===== src/rtl/adsr_envelope.sv =====
// -----------------------------------------------------------------------------
// adsr_envelope
//   Per-sample ADSR amplitude envelope. Each accepted signed oscillator sample
//   is scaled by an unsigned envelope gain (max_env = 2^env_width_p - 1 ~ 1.0).
//   A note gate drives the attack/decay/sustain/release machine. All envelope
//   timing is counted in accepted samples, not clock cycles.
//
//   Optional feature macro: ADSR_HARD_RETRIGGER_EN
//     defined   : gate re-raised in RELEASE restarts the attack from env = 0
//     undefined : attack resumes from the current env (soft retrigger)
//
// Ports
//   clk_i    in   1        clock
//   reset_i  in   1        synchronous active-high reset
//   gate_i   in   1        note on/off, sampled only on accepted beats
//   valid_i  in   1        upstream sample valid
//   data_i   in   width_p  upstream signed sample
//   ready_o  out  1        block can accept a sample
//   valid_o  out  1        output sample valid (registered)
//   data_o   out  width_p  enveloped signed sample (registered)
//   ready_i  in   1        downstream ready
// -----------------------------------------------------------------------------
module adsr_envelope #(
  parameter int width_p         = 12,
  parameter int env_width_p     = 8,
  parameter int attack_step_p   = 4,
  parameter int decay_step_p    = 1,
  parameter int sustain_level_p = 192,
  parameter int release_step_p  = 2
) (
  input  logic               clk_i,
  input  logic               reset_i,
  input  logic               gate_i,
  input  logic               valid_i,
  input  logic [width_p-1:0] data_i,
  output logic               ready_o,
  output logic               valid_o,
  output logic [width_p-1:0] data_o,
  input  logic               ready_i
);

  localparam int prod_w_lp = width_p + env_width_p + 1;

  // One extra bit lets add/subtract detect overflow/borrow before clamping.
  typedef logic [env_width_p:0] env_ext_t;

  localparam env_ext_t max_env_lp      = {1'b0, {env_width_p{1'b1}}};
  localparam env_ext_t attack_step_lp  = env_ext_t'(attack_step_p);
  localparam env_ext_t decay_step_lp   = env_ext_t'(decay_step_p);
  localparam env_ext_t sustain_lp      = env_ext_t'(sustain_level_p);
  localparam env_ext_t release_step_lp = env_ext_t'(release_step_p);

  typedef enum logic [2:0] {
    IDLE    = 3'd0,
    ATTACK  = 3'd1,
    DECAY   = 3'd2,
    SUSTAIN = 3'd3,
    RELEASE = 3'd4
  } state_t;

  state_t                   state_q, state_d;
  logic [env_width_p-1:0]   env_q, env_d;
  logic                     valid_q;
  logic [width_p-1:0]       data_q;
  logic [width_p-1:0]       data_d;

  logic                     accept_s;
  logic                     fire_s;
  logic signed [prod_w_lp-1:0] data_ext_s;
  logic signed [prod_w_lp-1:0] env_ext_s;
  logic signed [prod_w_lp-1:0] product_s;
  logic                     unused_product_s;

  env_ext_t                 atk_sum_s;
  env_ext_t                 dec_diff_s;
  env_ext_t                 rel_diff_s;
  logic                     atk_sat_s;
  logic                     dec_floor_s;
  logic                     rel_floor_s;
  logic [env_width_p-1:0]   atk_first_s;

  assign valid_o  = valid_q;
  assign data_o   = data_q;
  assign ready_o  = ~valid_q | ready_i;
  assign accept_s = valid_i & ready_o;
  assign fire_s   = valid_q & ready_i;

  // Signed sample times zero-extended gain; the gain used is the pre-update env.
  assign data_ext_s = {{(env_width_p + 1){data_i[width_p-1]}}, data_i};
  assign env_ext_s  = {{(width_p + 1){1'b0}}, env_q};
  assign product_s  = data_ext_s * env_ext_s;
  // Taking bits above env_width_p is the floor of an arithmetic shift.
  assign data_d     = product_s[env_width_p +: width_p];
  assign unused_product_s = ^{product_s[prod_w_lp-1], product_s[env_width_p-1:0]};

  // Saturating envelope arithmetic in env_width_p + 1 bits.
  assign atk_sum_s   = {1'b0, env_q} + attack_step_lp;
  assign dec_diff_s  = {1'b0, env_q} - decay_step_lp;
  assign rel_diff_s  = {1'b0, env_q} - release_step_lp;
  assign atk_sat_s   = (atk_sum_s >= max_env_lp);
  // Top bit set means the subtraction borrowed below zero.
  assign dec_floor_s = dec_diff_s[env_width_p] | (dec_diff_s <= sustain_lp);
  assign rel_floor_s = rel_diff_s[env_width_p] | (rel_diff_s == {(env_width_p + 1){1'b0}});
  assign atk_first_s = (attack_step_lp >= max_env_lp) ? max_env_lp[env_width_p-1:0]
                                                      : attack_step_lp[env_width_p-1:0];

  // Next envelope state and gain; only an accepted beat advances the envelope.
  always_comb begin
    state_d = state_q;
    env_d   = env_q;
    if (accept_s) begin
      case (state_q)
        IDLE: begin
          if (gate_i) begin
            state_d = ATTACK;
            env_d   = atk_first_s;
          end else begin
            env_d   = {env_width_p{1'b0}};
          end
        end
        ATTACK: begin
          if (!gate_i) begin
            state_d = RELEASE;
          end else if (atk_sat_s) begin
            state_d = DECAY;
            env_d   = max_env_lp[env_width_p-1:0];
          end else begin
            env_d   = atk_sum_s[env_width_p-1:0];
          end
        end
        DECAY: begin
          if (!gate_i) begin
            state_d = RELEASE;
          end else if (dec_floor_s) begin
            state_d = SUSTAIN;
            env_d   = sustain_lp[env_width_p-1:0];
          end else begin
            env_d   = dec_diff_s[env_width_p-1:0];
          end
        end
        SUSTAIN: begin
          env_d = sustain_lp[env_width_p-1:0];
          if (!gate_i) begin
            state_d = RELEASE;
          end else begin
            state_d = SUSTAIN;
          end
        end
        RELEASE: begin
          if (gate_i) begin
            state_d = ATTACK;
`ifdef ADSR_HARD_RETRIGGER_EN
            env_d   = {env_width_p{1'b0}};
`else
            env_d   = env_q;
`endif
          end else if (rel_floor_s) begin
            state_d = IDLE;
            env_d   = {env_width_p{1'b0}};
          end else begin
            env_d   = rel_diff_s[env_width_p-1:0];
          end
        end
        default: begin
          state_d = IDLE;
          env_d   = {env_width_p{1'b0}};
        end
      endcase
    end else begin
      state_d = state_q;
      env_d   = env_q;
    end
  end

  // Envelope state plus the one-entry output register; reset drops any in-flight beat.
  always_ff @(posedge clk_i) begin
    if (reset_i) begin
      state_q <= IDLE;
      env_q   <= {env_width_p{1'b0}};
      valid_q <= 1'b0;
      data_q  <= {width_p{1'b0}};
    end else begin
      state_q <= state_d;
      env_q   <= env_d;
      if (accept_s) begin
        valid_q <= 1'b1;
        data_q  <= data_d;
      end else if (fire_s) begin
        valid_q <= 1'b0;
      end else begin
        valid_q <= valid_q;
      end
    end
  end

endmodule


===== config.mk =====
export PLATFORM = sky130hd
export DESIGN_NAME = adsr_envelope
export DESIGN_NICKNAME = d
export VERILOG_FILES = /design/src/rtl/adsr_envelope.sv
export SDC_FILE = /design/constraint.sdc
export NUM_CORES = 1
export LEC_CHECK = 0
export CORE_MARGIN = 5
export CORE_UTILIZATION = 30
export CTS_CLUSTER_SIZE = 40
export DETAILED_ROUTE_END_ITERATION = 6
export HOLD_SLACK_MARGIN = 0.03
export PLACE_DENSITY = 0.55
export SETUP_SLACK_MARGIN = 0.15
export SLEW_MARGIN = 10
export SYNTH_ARGS = -nofsm -noshare
export SYNTH_HDL_FRONTEND = slang
export SYNTH_SLANG_ARGS = --single-unit
export TNS_END_PERCENT = 20

===== constraint.sdc =====
create_clock -name clk_i -period 5.5 [get_ports clk_i]
set_input_delay 0.55 -clock clk_i [delete_from_list [all_inputs] [get_ports clk_i]]
set_output_delay 0.55 -clock clk_i [all_outputs]
set_load 0.03 [all_outputs]

Word level (Yosys, flattened, before mapping)
Index checks and enable logic that the tools add are counted.
{"block": "classes", "n_lt_le_gt_ge": 2, "div": 0, "bitwise_logic": 6, "n_reduce_logical": 5, "mux": 19, "shift": 0, "n_mul": 1, "n_eq_ne": 11, "addsub": 3}
{"cell": "two-way mux 8 bit", "n": 6}
{"cell": "case mux 8 bit (5 select lines)", "n": 1}
{"cell": "two-way mux 3 bit", "n": 9}
{"cell": "multiplier 12 x 9 -> 20 bit", "n": 1}
{"cell": "case mux 3 bit (5 select lines)", "n": 1}
{"cell": "adder 8 x 3 -> 9 bit, second input constant", "n": 1}
{"cell": "greater-or-equal comparator 9 x 8 -> 1 bit, second input constant", "n": 1}
{"cell": "less-or-equal comparator 9 x 8 -> 1 bit, second input constant", "n": 1}
{"cell": "zero test 9 bit", "n": 1}
{"cell": "!= test 3 bit, second input constant", "n": 3}
{"cell": "subtractor 8 x 1 -> 9 bit, second input constant", "n": 1}
{"cell": "subtractor 8 x 2 -> 9 bit, second input constant", "n": 1}
{"cell": "!= test 2 bit, second input constant", "n": 4}
{"cell": "== test 3 x 2 -> 1 bit, second input constant", "n": 2}
{"cell": "AND reduction 5 bit", "n": 1}
{"cell": "AND reduction 4 bit", "n": 1}
{"cell": "== test 3 x 1 -> 1 bit, second input constant", "n": 1}
{"cell": "== test 3 bit, second input constant", "n": 1}
{"cell": "zero test 3 bit", "n": 1}
{"cell": "OR 1 bit", "n": 3}
{"cell": "bitwise AND 1 bit", "n": 2}
{"cell": "two-way mux 1 bit", "n": 2}
{"cell": "nonzero test 2 bit", "n": 1}
{"cell": "inverter 1 bit", "n": 1}
{"block": "word_totals", "mem_bits_rw": 0, "output_inout_bits": 14, "wordCells": 51, "memories": 0, "romBits": 0, "register_bits": 24, "input_bits": 17, "latch_bits": 0}

Logic depth before layout (Yosys ltp)
{"block": "logic_depth", "depth_word": 6, "depth_mapped": 20, "depth_no_buf": 17}

Worst setup path after synthesis
OpenSTA, ideal clock, no wires.
{"block": "synth_path", "kind": "register to register", "from": "register env_q[5]", "to": "register data_q[5], in the netlist data_o[5]", "required_ns": 5.384, "slack_ns": 0.667, "setup_time_ns": 0.116, "stages_incl_launch_ff": 19, "period_less_slack_ns": 4.833, "n_path_buf": 3, "arrival_time_ns": 4.717, "cell_sequence": "dfxtp_1 > buf_6 > clkbuf_1 > clkbuf_1 > nand2_1 > fa_1 > fa_1 > inv_1 > fa_1 > inv_1 > fa_1 > inv_1 > ha_1 > and3_1 > and3_1 > a221oi_1 > o21bai_1 > mux2i_1 > a31o_2"}
{"block": "synth_between", "elab_chain_len": 1}
{"item": "start, declared", "line": "62", "rtl": "logic [env_width_p-1:0] env_q, env_d;"}
{"item": "start signal, assigned", "line": "179", "rtl": "env_q <= {env_width_p{1'b0}};"}
{"item": "start signal, assigned", "line": "184", "rtl": "env_q <= env_d;"}
{"item": "multiplier 12 x 9 -> 20 bit", "line": "91", "rtl": "assign product_s = data_ext_s * env_ext_s;"}
{"item": "end signal, assigned", "line": "181", "rtl": "data_q <= {width_p{1'b0}};"}
{"item": "end signal, assigned", "line": "187", "rtl": "data_q <= data_d;"}
{"item": "end, declared", "line": "64", "rtl": "logic [width_p-1:0] data_q;"}
Every way passes these cells.
A chain may end at the register's enable or synchronous reset.

Worst setup path in the final report
{"block": "layout_path", "from": "input port data_i[4]", "to": "register data_q[7], in the netlist data_o[7]"}
{"block": "layout_between", "elab_chain_len": 1}
{"item": "start, declared", "line": "35", "rtl": "input logic [width_p-1:0] data_i,"}
{"item": "multiplier 12 x 9 -> 20 bit", "line": "91"}
Every way passes these cells.

==> metrics.txt <==
outcome=finished clean; Flop pwr share=26.8%; Simple-Gate Fraction of Synth Area=between 20% and 30%; RSZ-0062 raised after global routing=no; critical path fanouts, max=8; Max Slew Vio Count=0; fraction of synthesized cell area in xor and xnor cells=~3.6%; ys flop type=dfxtp_1; fmax=198 MHz; Synth Instances=626; First DRT Iteration DRCs=232; Final period util=91.9%; TritonCTS Buffers=3; H-Tree Depth=1; critical path required time=5.64 ns; Setup crit end kind=register; combinational share of power=45.5%; Crit Path Category=input pin to register; multiplexer share of the synthesized area=0.757%; worst hold slack=0.453 ns; area of the die=20400 sq um; # Post-CTS Setup Buffers=0; DR WL/cell=15.3 um; DP HPWL=10800 um; worst stage delay on the critical path=0.63 ns; CTS clock-pin slew for the worst setup and hold paths=0.06 ns; worst slew pin tran=0.911 ns; final setup fails=0; Net Sw Frac=38.4%; Synth Area in Adders=between 30 and 40%; Final nets=778; Starting Density=30.6%; most frequent cells in the layout=109 x inv_1, 75 x fa_1, 65 x nand2_1, 51 x and2_1, 46 x ha_1; final worst path period need=5.05 ns; largest family of logic cells by synthesized area=adder cells; Cell Area, Synth=5290 sq um; Synth Area in Compound Gates=15.6%; Leak=0.00280 uW; flops & latches, synth=24; Most Frequent Cell on Critical Path=fa_1; count of final hold-check violations=0; vias per cell=4.95; # IOs=31; hold buffer count at CTS=0; synth unique cells=68; WP data arrival=5.19 ns; Syn. warnings=0; syn_area_per_cell=around 8.4 sq um; worst vdd rail ir drop=0.137 mV; Clock Path Buffers=2; Vias=4277; clk_skew=0.00345 ns; global route overflow=0; Total GRT Usage=~14%; largest net degree at the start of global routing=27; sw power=291 uW; Clk pwr share=27.8%; commonest non-fill, non-tap cell in the layout=inv_1; RD Place Congestion=approximately 0.86; PwrDens=128 nW/um^2; TNS Setup=0 ns; Routed WL=roughly 13000 um; input/output buffers=30; initial antenna violation count=0; Worst-Skew Late Latency=0.26 ns; max cap viols=0; CTS tree=yes; share of cells above drive strength 1=5.16%; vias in the first global route=4794; DRC Markers=0; # clock sinks=24; Mapped Nets=764; clock root buffer=clkbuf_16; dpl ws=0.0610 ns; FP Rows=48; Max-slew headroom=just under 40%; Die W=143 um; die height=between 100 and 150 um; DRT Pass-1 Iters=4; Post-synth EDFFs=0; first-pass GRT wire length=23300 um; Syn-to-layout area delta=12.0%; Async SR Flop Fraction=0%; HP Class=register to register; sequential element share of the synthesized area=under 10%; Int Power=467 uW; Slowest cell on crit path=clkdlybuf4s50_1; Final ANT Viol Nets=0; CP cell instances=clkdlybuf4s50_1, nand2_1, fa_1, fa_1, inv_1, fa_1, inv_1, fa_1, inv_1, ha_1, a21oi_1, o21ai_0, a22oi_1, o21ai_0, xnor2_1, o21ai_0; Core Area=17300 sq um; final setup margin=0.446 ns; antenna diode instance count=0; crit start category=input pin
power groups by stage:
stage	Sequential (uW)	Clock, uW	Combinational (uW)
after floorplan	211	0	237
after global placement	207	0	341
after detailed placement	207	0	348
after CTS	203	216	350
after global routing	205	223	394
final	203	211	345
kinds of logic (layout without fill, tap and decap cells):
logic type / count (synthesis) / after routing
and+or+nand+nor: 205 / 205
buffers and inverters: 142 / 155
xor gates and xnor gates: 22 / 22
muxes: 4 / 4
DFF: 24 / 24
AOI/OAI and AO/OA: 108 / 108
adders and majority gates: 121 / 121
per-stage QoR:
step / util (%) / cells / power [uW] / area [sq um]
after global placement: 33.6 / 860 / 547 / 5810
final: 34.2 / 864 / 758 / 5920
after detailed placement: 33.6 / 860 / 555 / 5810
after global routing: 34.2 / 864 / 822 / 5920
after floorplan: - / 626 / 449 / 5290
after CTS: 34.2 / 864 / 769 / 5910
worst paths after layout:
| path | startpoint | to | slack (ns) | cells past startpoint |
|---|---|---|---|---|
| max | data_i[4] | data_o[7] | 0.45 | 16 |
| min | data_o[3] | data_o[3] | 0.45 | 2 |
| max reg2reg | env_q[5] | data_o[7] | 0.72 | 15 |
| min reg2reg | data_o[3] | data_o[3] | 0.45 | 2 |
final cells by class:
type,instances,area (sq um)
clock buffer,3,75.1
tap,225,282
multi-input combinational,460,4250
timing repair buffer,42,390
clock inverter,1,30.0
fill,1837,11400
inverter,109,409
sequential,24,480
layer usage:
metal / up-vias / part of all wire, % / GRT usage (%)
met5: - / 0 / 0
met4: 0 / 1.5 / 2.25
met3: 18 / 1.9 / 1.14
met2: 57 / 53 / 26.5
met1: 2127 / 43 / 16.9
li1: 2075 / - / -
registers in the layout, indices dropped and copies added (netlist names):
signal,flops
data_o,12
env_q,8
state_q,3
valid_o,1
cells in the mapped netlist (all sizes together) (2+ instances only):
master  instances  area, sq um
nand4           3         18.8
o21ai          15         75.1
o221ai          3         26.3
buf            14         80.1
nor4b           2         17.5
nor2b           3         18.8
ha             46          576
nor4            3         33.8
a21oi          23          115
nor2           12         45.0
a22oi           2         15.0
or3b            3         26.3
a31o            3         26.3
nand2          65          244
o31ai           3         22.5
nor3           16         80.1
nand3          19         95.1
and2           51          319
o31a            2         17.5
nand3b          2         15.0
inv           109          409
xnor2          16          140
and3            5         31.3
xor2            6         52.6
a311o           2         20.0
a21o           14          105
a221o           3         30.0
o311ai          3         43.8
a31oi           6         52.6
o21a            4         30.0
dfxtp          24          480
a211oi          5         42.5
a21boi          4         30.0
a221oi          3         26.3
mux2i           4         40.0
fa             75         1500
nor3b           8         60.1
nand2b          3         18.8
or3             4         35.0
clkbuf         19         71.3
critical path: cells and delay by family:
kind | cells | cell delay [ns]
adder cells (fa/ha/maj) | 5 | 2.42
AO/OA/AOI/OAI | 5 | 1.15
buffers and inverters | 4 | 0.78
XOR/XNOR | 1 | 0.15
AND/OR/NAND/NOR | 1 | 0.14
repair_timing:
| action | CTS | global route |
|---|---|---|
| endpoints found under the setup margin | 0 | 1 |
| resized for setup | 0 | 1 |
| hold endpoints to repair | 0 | 0 |
(Power assumes the default switching activity.)
